[src/rtl/square_drawer.sv]
// Square rasteriser: queues {x, y, colour} requests in a small FIFO and emits
// one VGA pixel per cycle for each SQUARE_SIZE x SQUARE_SIZE square, clipping off-screen pixels.
module square_drawer #(
  parameter int unsigned SQUARE_SIZE = 4,
  parameter int unsigned FIFO_DEPTH  = 4,
  parameter int unsigned SCREEN_W    = 160,
  parameter int unsigned SCREEN_H    = 120
) (
  input  logic       clk,
  input  logic       reset,
  input  logic [7:0] in_x,
  input  logic [6:0] in_y,
  input  logic [2:0] in_colour,
  input  logic       in_valid,
  output logic       in_ready,
  output logic [7:0] vga_x,
  output logic [6:0] vga_y,
  output logic [2:0] vga_colour,
  output logic       vga_plot,
  output logic       busy,
  output logic       square_done
);

  localparam int unsigned D_W   = (SQUARE_SIZE > 1) ? $clog2(SQUARE_SIZE) : 1;
  localparam int unsigned PTR_W = (FIFO_DEPTH > 1) ? $clog2(FIFO_DEPTH) : 1;
  localparam int unsigned CNT_W = $clog2(FIFO_DEPTH + 1);

  localparam logic [D_W-1:0]   D_LAST   = D_W'(SQUARE_SIZE - 1);
  localparam logic [PTR_W-1:0] PTR_LAST = PTR_W'(FIFO_DEPTH - 1);
  localparam logic [CNT_W-1:0] CNT_FULL = CNT_W'(FIFO_DEPTH);

  localparam logic [1:0] IDLE = 2'd0;
  localparam logic [1:0] LOAD = 2'd1;
  localparam logic [1:0] DRAW = 2'd2;

  typedef struct packed {
    logic [7:0] x;
    logic [6:0] y;
    logic [2:0] colour;
  } req_t;

  req_t             fifo_mem [FIFO_DEPTH];
  req_t             in_req;
  req_t             pend_q;
  logic [PTR_W-1:0] rd_ptr_q, wr_ptr_q;
  logic [CNT_W-1:0] count_q;
  logic [1:0]       state_q, state_d;
  logic [7:0]       base_x_q;
  logic [6:0]       base_y_q;
  logic [2:0]       colour_q;
  logic [D_W-1:0]   dx_q, dy_q;
  logic             push, pop, last_pix, drawing, in_view;
  logic [8:0]       x_sum;
  logic [7:0]       y_sum;

  function automatic logic [PTR_W-1:0] ptr_inc(input logic [PTR_W-1:0] p);
    return (p == PTR_LAST) ? '0 : p + PTR_W'(1);
  endfunction

  assign in_req   = '{x: in_x, y: in_y, colour: in_colour};
  assign in_ready = (count_q < CNT_FULL);
  assign push     = in_valid && in_ready && !reset;
  assign drawing  = (state_q == DRAW);
  assign last_pix = drawing && (dx_q == D_LAST) && (dy_q == D_LAST);

  // Next-state logic; pops happen on the IDLE->LOAD and DRAW->LOAD transitions
  always_comb begin
    state_d = state_q;
    pop     = 1'b0;
    case (state_q)
      IDLE: begin
        if (count_q != '0) begin
          pop     = 1'b1;
          state_d = LOAD;
        end
      end
      LOAD: state_d = DRAW;
      DRAW: begin
        if (last_pix) begin
          if (count_q != '0) begin
            pop     = 1'b1;
            state_d = LOAD;
          end else begin
            state_d = IDLE;
          end
        end
      end
      default: state_d = IDLE;
    endcase
  end

  always_ff @(posedge clk) begin
    if (reset) state_q <= IDLE;
    else       state_q <= state_d;
  end

  always_ff @(posedge clk) begin
    if (push) fifo_mem[wr_ptr_q] <= in_req;
  end

  // Popped entry is parked in pend_q so the square on screen keeps its base until LOAD
  always_ff @(posedge clk) begin
    if (reset) begin
      rd_ptr_q <= '0;
      wr_ptr_q <= '0;
      count_q  <= '0;
      pend_q   <= '0;
    end else begin
      if (push) wr_ptr_q <= ptr_inc(wr_ptr_q);
      if (pop) begin
        pend_q   <= fifo_mem[rd_ptr_q];
        rd_ptr_q <= ptr_inc(rd_ptr_q);
      end
      count_q <= count_q + CNT_W'(push) - CNT_W'(pop);
    end
  end

  always_ff @(posedge clk) begin
    if (reset) begin
      base_x_q <= '0;
      base_y_q <= '0;
      colour_q <= '0;
      dx_q     <= '0;
      dy_q     <= '0;
    end else if (state_q == LOAD) begin
      base_x_q <= pend_q.x;
      base_y_q <= pend_q.y;
      colour_q <= pend_q.colour;
      dx_q     <= '0;
      dy_q     <= '0;
    end else if (drawing) begin
      if (last_pix) begin
        dx_q <= '0;
        dy_q <= '0;
      end else if (dx_q == D_LAST) begin
        dx_q <= '0;
        dy_q <= dy_q + D_W'(1);
      end else begin
        dx_q <= dx_q + D_W'(1);
      end
    end
  end

  // Widened sums so a square hanging off the right/bottom edge clips instead of wrapping
  assign x_sum   = {1'b0, base_x_q} + 9'(dx_q);
  assign y_sum   = {1'b0, base_y_q} + 8'(dy_q);
  assign in_view = (x_sum < 9'(SCREEN_W)) && (y_sum < 8'(SCREEN_H));

  assign vga_x       = drawing ? x_sum[7:0] : '0;
  assign vga_y       = drawing ? y_sum[6:0] : '0;
  assign vga_colour  = drawing ? colour_q   : '0;
  assign vga_plot    = drawing && in_view;
  assign square_done = last_pix;
  assign busy        = (state_q != IDLE) || (count_q != '0);

endmodule

[config.mk]
export PLATFORM = sky130hd
export DESIGN_NAME = square_drawer
export DESIGN_NICKNAME = d
export VERILOG_FILES = /design/src/rtl/square_drawer.sv
export SDC_FILE = /design/constraint.sdc
export NUM_CORES = 1
export LEC_CHECK = 0
export BUFFER_PORTS_ARGS = -buffer_cell sky130_fd_sc_hd__buf_2
export CORE_MARGIN = 2
export CORE_UTILIZATION = 45
export DETAILED_ROUTE_END_ITERATION = 7
export GPL_ROUTABILITY_DRIVEN = 0
export HOLD_SLACK_MARGIN = 0.15
export PLACE_DENSITY = 0.68
export SETUP_SLACK_MARGIN = 0.05
export SLEW_MARGIN = 15
export SYNTH_ARGS = -nofsm -noshare
export SYNTH_HDL_FRONTEND = slang
export SYNTH_SLANG_ARGS = --single-unit
export TNS_END_PERCENT = 10
[constraint.sdc]
create_clock -name clk -period 5.33 [get_ports clk]
set_clock_uncertainty 0.05 [all_clocks]
set_input_delay 1.599 -clock clk [delete_from_list [all_inputs] [get_ports clk]]
set_output_delay 1.599 -clock clk [all_outputs]
set_load 0.02 [all_outputs]
==> results of run 1 <==
-- stage by stage --
stage	util, %	worst slack, ns	power (mW)
final	53.9	1.13	2.87
after global routing	53.9	0.902	3.04
after CTS	53.9	1.10	2.90
after detailed placement	48.8	1.31	1.85
after global placement	48.8	1.38	1.83
after floorplan	-	1.85	1.71
-- layer usage --
layer	vias to the layer above	global-route usage (%)
met5	-	0
met4	0	5.70
met3	10	5.74
met2	80	26.8
met1	1410	19.7
li1	1516	-
-- synthesized netlist by cell type (8+ instances only) --
cell      instances  share of area (%)
nand2_1          86                6.5
edfxtp_1         72                 43
dfxtp_1          49                 20
a21oi_1          44                4.4
mux4_2           18                8.1
nor2_1           17                1.3
ha_1             14                3.5
inv_1            13               0.98
and2_1           10                1.3
clkbuf_1         10               0.75
buf_2             8               0.80
-- registers in the layout, indices dropped and copies added, names as in the netlist --
signal,flops
count_q,3
base_x_q,8
state_q,2
base_y_q,7
fifo_mem,72
rd_ptr_q,2
wr_ptr_q,2
colour_q,3
dy_q,2
dx_q,2
pend_q,18
-- critical path, cell delays in order (launching register included) --
cell	delay, ns
dfxtp_1	0.35
ha_1	0.22
fa_1	0.47
or3_1	0.38
a211o_1	0.27
and4_1	0.19
buf_2	0.15
-- logic make-up (layout without fill, tap and decap cells) --
logic type	count (synthesis)	in the layout	synth area share [%]
AO/OA/AOI/OAI	61	61	6.75
XOR/XNOR	10	10	1.76
adder cells (fa/ha/maj)	17	17	4.72
buffers and inverters	33	88	2.76
flip-flops	121	121	63.0
multiplexers	18	18	8.13
AND/OR/NAND/NOR	143	143	12.8
-- area by class of cell --
| cell class | count | area share [%] |
|---|---|---|
| Clock buffer | 18 | 7.16 |
| Timing Repair Buffer | 43 | 3.73 |
| Multi-Input combinational cell | 249 | 29.2 |
| Tap cell | 140 | 3.00 |
| Inverter | 13 | 0.836 |
| Clock inverter | 14 | 2.25 |
| Sequential cell | 121 | 53.8 |
-- where the power goes --
| group | total [mW] | internal (mW) | leakage, nW | switching (mW) |
|---|---|---|---|---|
| registers | 1.23 | 1.13 | 1.05 | 0.104 |
| logic | 0.599 | 0.242 | 0.765 | 0.357 |
| clock network | 1.04 | 0.656 | 0.262 | 0.385 |
-- cell usage in the layout (no fill, tap or decap), types with 3 or more instances in the layout --
cell type and instances:
a21oi_1 44, and2_1 10, buf_2 42, clkbuf_16 16, clkinv_2 5, clkinvlp_4 4
dfxtp_1 49, edfxtp_1 72, fa_1 3, ha_1 14, inv_1 13, mux4_2 18
nand2_1 86, nand3_1 4, nor2_1 17, nor2b_1 6, nor3_1 4, o21ai_0 6
or3_1 6, xnor2_1 5, xor2_1 5
-- final timing paths --
path,to,slack [ns],cells past startpoint
max reg2reg,count_q[2],1.80,11
max,vga_plot,1.13,6
min,colour_q[0],0.40,2
min reg2reg,colour_q[0],0.40,2
==> results.md, run 1 <==
* Top FF cell, synth: edfxtp_1
* Clk_lat worst skew at 0.51 ns
* Status: finished, final reports clean
* Final nets at 483
* Initial core utilization at 46.0%
* Final hold slack at 0.402 ns
* Grt total ovfl at 0
* Die Width at 109 um
* Seq cells post-synth at 121
* Crit. End Element: primary output
* Total core area at 10800 um2
* Relative slew slack at 27.1%
* Fraction of layout cells with a size suffix above 1 at 20.1%
* N_diodes at 0
* Chip height at 109 um
* H-tree levels at 4
* Fin. Hold Viols at 0
* DR vias at 3016
* PD cells at 492 nW/um2
* DRC Markers at 0
* Post-CTS sizing at 0
* Area growth syn-to-layout at 17.1%
* Std-Cell Rows at 38
* CTS tree: yes
* Setup Buffers After CTS at 0
* Crit-path max FO at 6
* DPL Wire Length at 5550 um
* Hold Buf Count CTS at 0
* Worst vdd ir at 323 uV
* Fillers at 910
* Post-Layout Cell Count at 598
* Clock-pin slew on the worst setup and hold paths at 0.05 ns
* Worst-Margin Slew at 1.09 ns
* Die area at 11900 um2
* Total clock buffers created by CTS at 17
* Final Cell Area at 5840 um2
* Asr flop ratio synth at 0%
* CP Launch Type: register
* Lkg Pwr at 2.08 nW
* Post-route setup TNS at 0 ns
* Initial antenna violation count at 0
* Final Max Tran Viols at 0
* CTS sink count at 121
* Met3 Wirelength at 431 um
* Unrepaired setup endpoints after global routing: no
* DP Area at 5290 um2
* CP Data Required Time at 3.68 ns
* Critical Path AT at 2.55 ns
* Largest net degree at the start of global routing at 51
* Count of different cell masters after synthesis at 34
* Hold path startpoint: colour_q[0]
* Total iterations of the first detailed-routing run at 4
* WL met2 at 4120 um
* Crit path launch: dx_q[0]
* Vias in the first global route at 2954
* Post-synth EDFFs at 72
* Synth Cell Area at 4990 um2
* Post-synthesis net count at 441
* Hold WC Path Type: register to register
* Yosys warnings at 0
* Detailed Route Iter0 Violations at 202
* Top sig layer: met4
* First-pass GRT wire length at 14300 um
* CTS Buffer Depth at 2
* I/O pin total at 43
* Post-route ant nets at 0
* Footprint of the multi-input gates at 1710 um2
* Met1 wire length at 3990 um
* Final setup vio count at 0
* GR Util All Layers at 16.2%
* Avg Inst Size Synth at 12.4 um2
* F_max at 238 MHz
* Period Utilization, post-route at 78.8%
* Sequential share of the synthesized area at 63.0%
* Sequential cell area at 3140 um2
* Worst reg2reg startpoint: dx_q[0]
* Placed insts at 566
* DR WL/cell at 14.5 um
* Final wirelength at 8650 um
* Mapped Cells at 403
* WS Path Type: register to primary output
* Port-buffer cells at 42
* CTS root buf: clkbuf_8
* Minimum clock period at 4.20 ns
* Max-cap violations at 0
* DR vias/cell at 5.04
(Power assumes the default switching activity.)
==> run 2, diff against run 1 <==
==> constraint.sdc (replaced) <==
create_clock -name clk -period 4.1 [get_ports clk]
set_clock_uncertainty 0.05 [all_clocks]
set_input_delay 1.23 -clock clk [delete_from_list [all_inputs] [get_ports clk]]
set_output_delay 1.23 -clock clk [all_outputs]
set_load 0.02 [all_outputs]
==> run 2 against run 1 <==
  * Sequential power rose by 30%
  * Largest power group unchanged
  * Clock-buffer cell count rose by 9
  * Final cell count is 1.0% higher
  * Cell area rose by 0.34%
  * Combinational power grew 34%
  * Flip-flop and latch count stayed put
  * Via count grew 2.7%
  * Power grew 27%
  * Critical path depth did not move
==> results.md, run 2 (same netlist as run 1, synthesis figures left out) <==
* Status: finished, final reports clean
* Clock power share at 34.3% (-1.9 points)
* Final setup vio count at 0 (unchanged)
* Crit-path max FO at 6 (unchanged)
* CP Launch Type: register
* Top reg by flops: fifo_mem
* Psw at 1.05 mW (+25%)
* Critical Path AT at 2.58 ns (+0.03 ns)
* Grt total ovfl at 0 (unchanged)
* Bufs and invs on worst path at 1 (unchanged)
* Final Max Tran Viols at 0 (unchanged)
* Switching part of the total at 28.9% (-0.58 points)
* PD cells at 623 nW/um2 (+27%)
* Crit. End Element: primary output
* Vias in the first global route at 2997 (+1.5%)
* Top Registers: fifo_mem (72), pend_q (18), base_x_q (8)
* WS Path Type: register to primary output
* Period Utilization, post-route at 94.0%
* DP Area at 5340 um2 (+0.99%)
* FF-to-FF path depth at 11 (unchanged)
* Total clock buffers created by CTS at 17 (unchanged)
* Detailed Route Iter0 Violations at 206 (+2.0%)
* GR Util All Layers at 16.3% (+0.096 points)
* Total core area at 10800 um2 (unchanged)
* DR WL/cell at 14.4 um (-0.24%)
* Die Width at 109 um (unchanged)
* Final wirelength at 8720 um (+0.76%)
* Placed insts at 573 (+1.2%)
* Combinational share of power at 21.9% (+1.0 points)
* Fraction of layout cells with a size suffix above 1 at 20.9% (+0.82 points)
* Std-Cell Rows at 38 (unchanged)
* N_diodes at 0 (unchanged)
* I/O pin total at 43 (unchanged)
* Initial antenna violation count at 0 (unchanged)
* Worst-Margin Slew at 0.945 ns (-0.144 ns)
* CP Data Required Time at 2.82 ns (-0.86 ns)
* CTS Buffer Depth at 2 (unchanged)
* DRC Markers at 0 (unchanged)
* Pwr Total at 3.65 mW (+27%)
* Worst vdd ir at 320 uV (-1.1%)
* Sequential share of power at 43.8% (+0.9 points)
* Critical path depth at 6 (unchanged)
* Total iterations of the first detailed-routing run at 4 (unchanged)
* Max-cap violations at 0 (unchanged)
* CP max-delay cell: fa_1
* H-tree levels at 4 (unchanged)
* Post-route setup TNS at 0 ns (unchanged)
* F_max at 259 MHz
* Initial core utilization at 46.0% (unchanged)
* Port-buffer cells at 42 (unchanged)
* Final worst setup slack at 0.244 ns (-0.884 ns)
* Relative slew slack at 36.9% (+9.8 points)
* Post-Layout Cell Count at 604 (+1.0%)
* Most frequent cells in the layout: nand2_1, edfxtp_1, dfxtp_1
* Largest net degree at the start of global routing at 50 (-2.0%)
* Area growth syn-to-layout at 17.5%
* Clk_lat worst skew at 0.51 ns (about the same)
* Fin. Hold Viols at 0 (unchanged)
* Commonest non-fill, non-tap cell in the layout: nand2_1
* CTS root buf: clkbuf_8
* DR vias/cell at 5.13 (+1.7%)
* Int Power at 2.60 mW (+28%)
* Setup Buffers After CTS at 0 (unchanged)
* Minimum clock period at 3.86 ns
* Chip height at 109 um (unchanged)
* CTS sink count at 121 (unchanged)
* Lkg Pwr at 2.11 nW (+1.4%)
* Post-route ant nets at 0 (unchanged)
* Hold depth at 2 (unchanged)
* Hold WC Path Type: register to register
* DPL Wire Length at 5590 um (+0.62%)
* First-pass GRT wire length at 14300 um (about the same)
* CP cell instances: ha_1 > fa_1 > or3_1 > a211o_1 > and4_1 > buf_2
* CTS tree: yes
* Dpl ws at 0.780 ns (-0.535 ns)
* DR vias at 3098 (+2.7%)
* Delay of the slowest cell on the worst path at 0.47 ns (about the same)
* Final Cell Area at 5860 um2 (+0.34%)
* Final nets at 490 (+1.4%)
* Die area at 11900 um2 (unchanged)
* Largest register FFs at 72 (unchanged)
* Crit-path leading delay family: adder cells
* Unrepaired setup endpoints after global routing: no
* Clock-pin slew on the worst setup and hold paths at 0.05 ns (about the same)
==> run 2: cell types whose count changed in the layout (fill, tap and decap cells not counted), sizes merged <==
cell      change
clkinvlp      -4
bufinv        -2
buf           +7
clkinv        -3
clkbuf        +9
inv           -1
==> run 2: worst reg2reg max path: stages, from the launching register on <==
cell	delay, ns
dfxtp_1	0.36
ha_1	0.24
a21boi_0	0.24
or3_1	0.19
inv_1	0.07
ha_1	0.27
inv_1	0.04
ha_1	0.18
fa_1	0.38
xnor2_1	0.17
xnor2_1	0.13
nor2_1	0.05
==> run 2: cell type report <==
class	count	area, um2
Clock buffer	27	492
Tap cell	140	175
Multi-Input combinational cell	249	1710
Inverter	13	48.8
Timing Repair Buffer	50	270
Clock inverter	4	20.0
Fill cell	941	4980
Sequential cell	121	3140
==> run 2: what timing repair did <==
action,CTS,global route
endpoints found under the setup margin,0,1
resized for setup,0,1
hold endpoints to repair,0,0
hold buffers,0,0
==> run 2: path summary, 6_finish.rpt <==
path	from	to	slack [ns]
worst max-delay path	dx_q[0]	vga_plot	0.24
worst min register to register	pend_q[17]	base_x_q[7]	0.40
worst max register to register	dx_q[0]	count_q[2]	1.61
worst min-delay path	pend_q[17]	base_x_q[7]	0.40
==> run 2: per-layer routing <==
layer	global-route usage (%)	up-vias	part of all wire [%]
met3	3.65	19	4.0
met1	20.6	1483	46
li1	-	1528	-
met2	26.2	68	48
met5	0	-	0
met4	8.50	0	2.3
==> run 2: power by group through the flow <==
stage               combinational (mW)  clock [mW]  sequential, mW
floorplan                        0.665           0            1.56
global placement                 0.791           0            1.62
detailed placement               0.810           0            1.62
CTS                              0.816        1.28            1.60
global route                     0.909        1.33            1.63
finish                           0.800        1.25            1.60
==> run 2: through the flow <==
step / util, % / hold slack (ns)
floorplan: - / 0.382
global placement: 49.3 / 0.390
detailed placement: 49.3 / 0.395
CTS: 54.0 / 0.402
global route: 54.1 / 0.409
finish: 54.1 / 0.401
==> run 3, diff against run 2 <==
--- a/config.mk
+++ b/config.mk
@@ -10,8 +10,10 @@
 export CORE_UTILIZATION = 45
 export DETAILED_ROUTE_END_ITERATION = 7
 export GPL_ROUTABILITY_DRIVEN = 0
+export GPL_TIMING_DRIVEN = 0
 export HOLD_SLACK_MARGIN = 0.15
 export PLACE_DENSITY = 0.68
+export REMOVE_ABC_BUFFERS = 1
 export SETUP_SLACK_MARGIN = 0.05
 export SLEW_MARGIN = 15
 export SYNTH_ARGS = -nofsm -noshare
==> run 3 against run 2 <==
  * Combinational power is 8.5% lower
  * Via count decreased by 3.9%
  * Sequential share of layout area shrank 0.15 points
  * First-iteration DRC count shrank 36%
  * Flip-flop and latch count unchanged
  * Setup slack better by 0.010 ns
  * Critical endpoint unchanged
  * Critical path type unchanged
==> results.md, run 3 (same netlist as run 1, synthesis figures left out) <==
* Clock-pin slew on the worst setup and hold paths at 0.06 ns (about the same)
* Final wirelength at 8650 um (-0.81%)
* Relative slew slack at 33.5% (-3.4 points)
* DRC Markers at 0 (unchanged)
* I/O pin total at 43 (unchanged)
* Flop-to-flop setup slack at 0.50 ns (-1.11 ns)
* H-tree levels at 4 (unchanged)
* Hold WC Path Type: register to register
* Total iterations of the first detailed-routing run at 4 (unchanged)
* Post-CTS sizing at 0 (unchanged)
* Area growth syn-to-layout at 17.9%
* Period Utilization, post-route at 93.8% (-0.25 points)
* Hold Buf Count CTS at 0 (unchanged)
* Top reg by flops: fifo_mem
* Final worst setup slack at 0.254 ns (+0.0103 ns)
* Vias in the first global route at 2888 (-3.6%)
* F_max at 260 MHz (+0.27%)
* Post-route setup TNS at 0 ns (unchanged)
* Final setup vio count at 0 (unchanged)
* Total clock buffers created by CTS at 17 (unchanged)
* PD cells at 649 nW/um2 (+4.2%)
* Die Width at 109 um (unchanged)
* Final hold slack at 0.400 ns (-0.000485 ns)
* Final Max Tran Viols at 0 (unchanged)
* Crit. End Element: primary output
* CP Launch Type: register
* Initial antenna violation count at 0 (unchanged)
* Worst vdd ir at 395 uV (+24%)
* Final core utilization at 54.2% (+0.17 points)
* N_diodes at 0 (unchanged)
* CP max-delay cell: fa_1
* Setup Buffers After CTS at 0 (unchanged)
* WS Path Type: register to primary output
* Top sig layer: met4
* Clk_lat worst skew at 0.51 ns (about the same)
* Unrepaired setup endpoints after global routing: no
* Crit-path max FO at 6 (unchanged)
* Largest net degree at the start of global routing at 51 (+2.0%)
* Grt total ovfl at 0 (unchanged)
* Critical Path AT at 2.57 ns (about the same)
* DR vias at 2976 (-3.9%)
* Fillers at 931 (-1.1%)
* Worst-Margin Slew at 0.997 ns (+0.0525 ns)
* Std-Cell Rows at 38 (unchanged)
* Total core area at 10800 um2 (unchanged)
* Status: finished, final reports clean
* Detailed Route Iter0 Violations at 131 (-36%)
* DR vias/cell at 4.98 (-2.8%)
* Fraction of layout cells with a size suffix above 1 at 20.1% (-0.77 points)
* Top Registers: fifo_mem (72), pend_q (18), base_x_q (8)
* Met3 Wirelength at 347 um (-0.57%)
* Final nets at 482 (-1.6%)
* CTS Buffer Depth at 2 (unchanged)
* Die area at 11900 um2 (unchanged)
* Largest register FFs at 72 (unchanged)
* CTS tree: yes
* First-pass GRT wire length at 14200 um (-0.73%)
* Lkg Pwr at 2.11 nW (about the same)
* DPL Wire Length at 5430 um (-2.8%)
* Met1 wire length at 4050 um (+1.2%)
* GR Util All Layers at 16.1% (-0.17 points)
* Fin. Hold Viols at 0 (unchanged)
* DR WL/cell at 14.5 um (+0.35%)
* Initial core utilization at 46.0% (unchanged)
* CTS sink count at 121 (unchanged)
* Port-buffer cells at 42 (unchanged)
* Minimum clock period at 3.85 ns (-0.0103 ns)
* CP cell instances: ha_1 > fa_1 > or3_1 > a211o_1 > and4_1 > buf_2
* Max-cap violations at 0 (unchanged)
* Delay of the slowest cell on the worst path at 0.49 ns (+0.02 ns)
* Post-route ant nets at 0 (unchanged)
* WL met2 at 4040 um (-3.1%)
* Commonest non-fill, non-tap cell in the layout: nand2_1
* CTS root buf: clkbuf_8
* Most frequent cells in the layout: nand2_1, edfxtp_1, dfxtp_1
* Dpl ws at 0.414 ns (-0.366 ns)
* Chip height at 109 um (unchanged)
* CP Data Required Time at 2.82 ns (about the same)
-- run 3: final cells by class --
type                    instances  area, um2  area share [%]
clock buffers                  25        507            8.62
clock inverters                 7       85.1            1.45
inverters                      13       48.8           0.830
multi-input cells             249       1710            29.1
flip-flops and latches        121       3140            53.5
well taps                     140        175            2.98
repair buffers                 42        210            3.58
-- run 3: path summary, 6_finish.rpt --
check | start | end | cells past startpoint
setup / recovery | dx_q[0] | vga_plot | 6
hold / removal | pend_q[7] | base_y_q[4] | 2
setup reg to reg | dx_q[0] | count_q[2] | 11
hold reg to reg | pend_q[7] | base_y_q[4] | 2
-- run 3: metrics by stage --
step / total power, mW / std cells / area (um2)
after detailed placement: 2.39 / 565 / 5280
after global routing: 4.04 / 597 / 5880
after global placement: 2.36 / 565 / 5280
final: 3.82 / 597 / 5880
after CTS: 3.86 / 597 / 5880
after floorplan: 2.17 / 383 / 4900
-- run 3: metal layers --
metal / vias up / GRT usage [%]
met5: - / 0
met4: 0 / 7.87
met3: 17 / 4.24
met2: 61 / 24.5
met1: 1388 / 21.5
li1: 1510 / -
-- run 3: worst max-delay path: cells and delay by family (launching register included) --
family,cells,cell delay (ns)
AOI/OAI and AO/OA,1,0.25
adders and majority gates,2,0.73
buffers and inverters,1,0.15
DFF,1,0.36
and+or+nand+nor,2,0.56
-- run 3: where the power goes --
group | switching, mW | internal (mW) | total [mW] | leakage, nW
logic | 0.422 | 0.310 | 0.732 | 0.760
clock network | 0.489 | 0.964 | 1.45 | 0.296
registers | 0.166 | 1.47 | 1.63 | 1.05
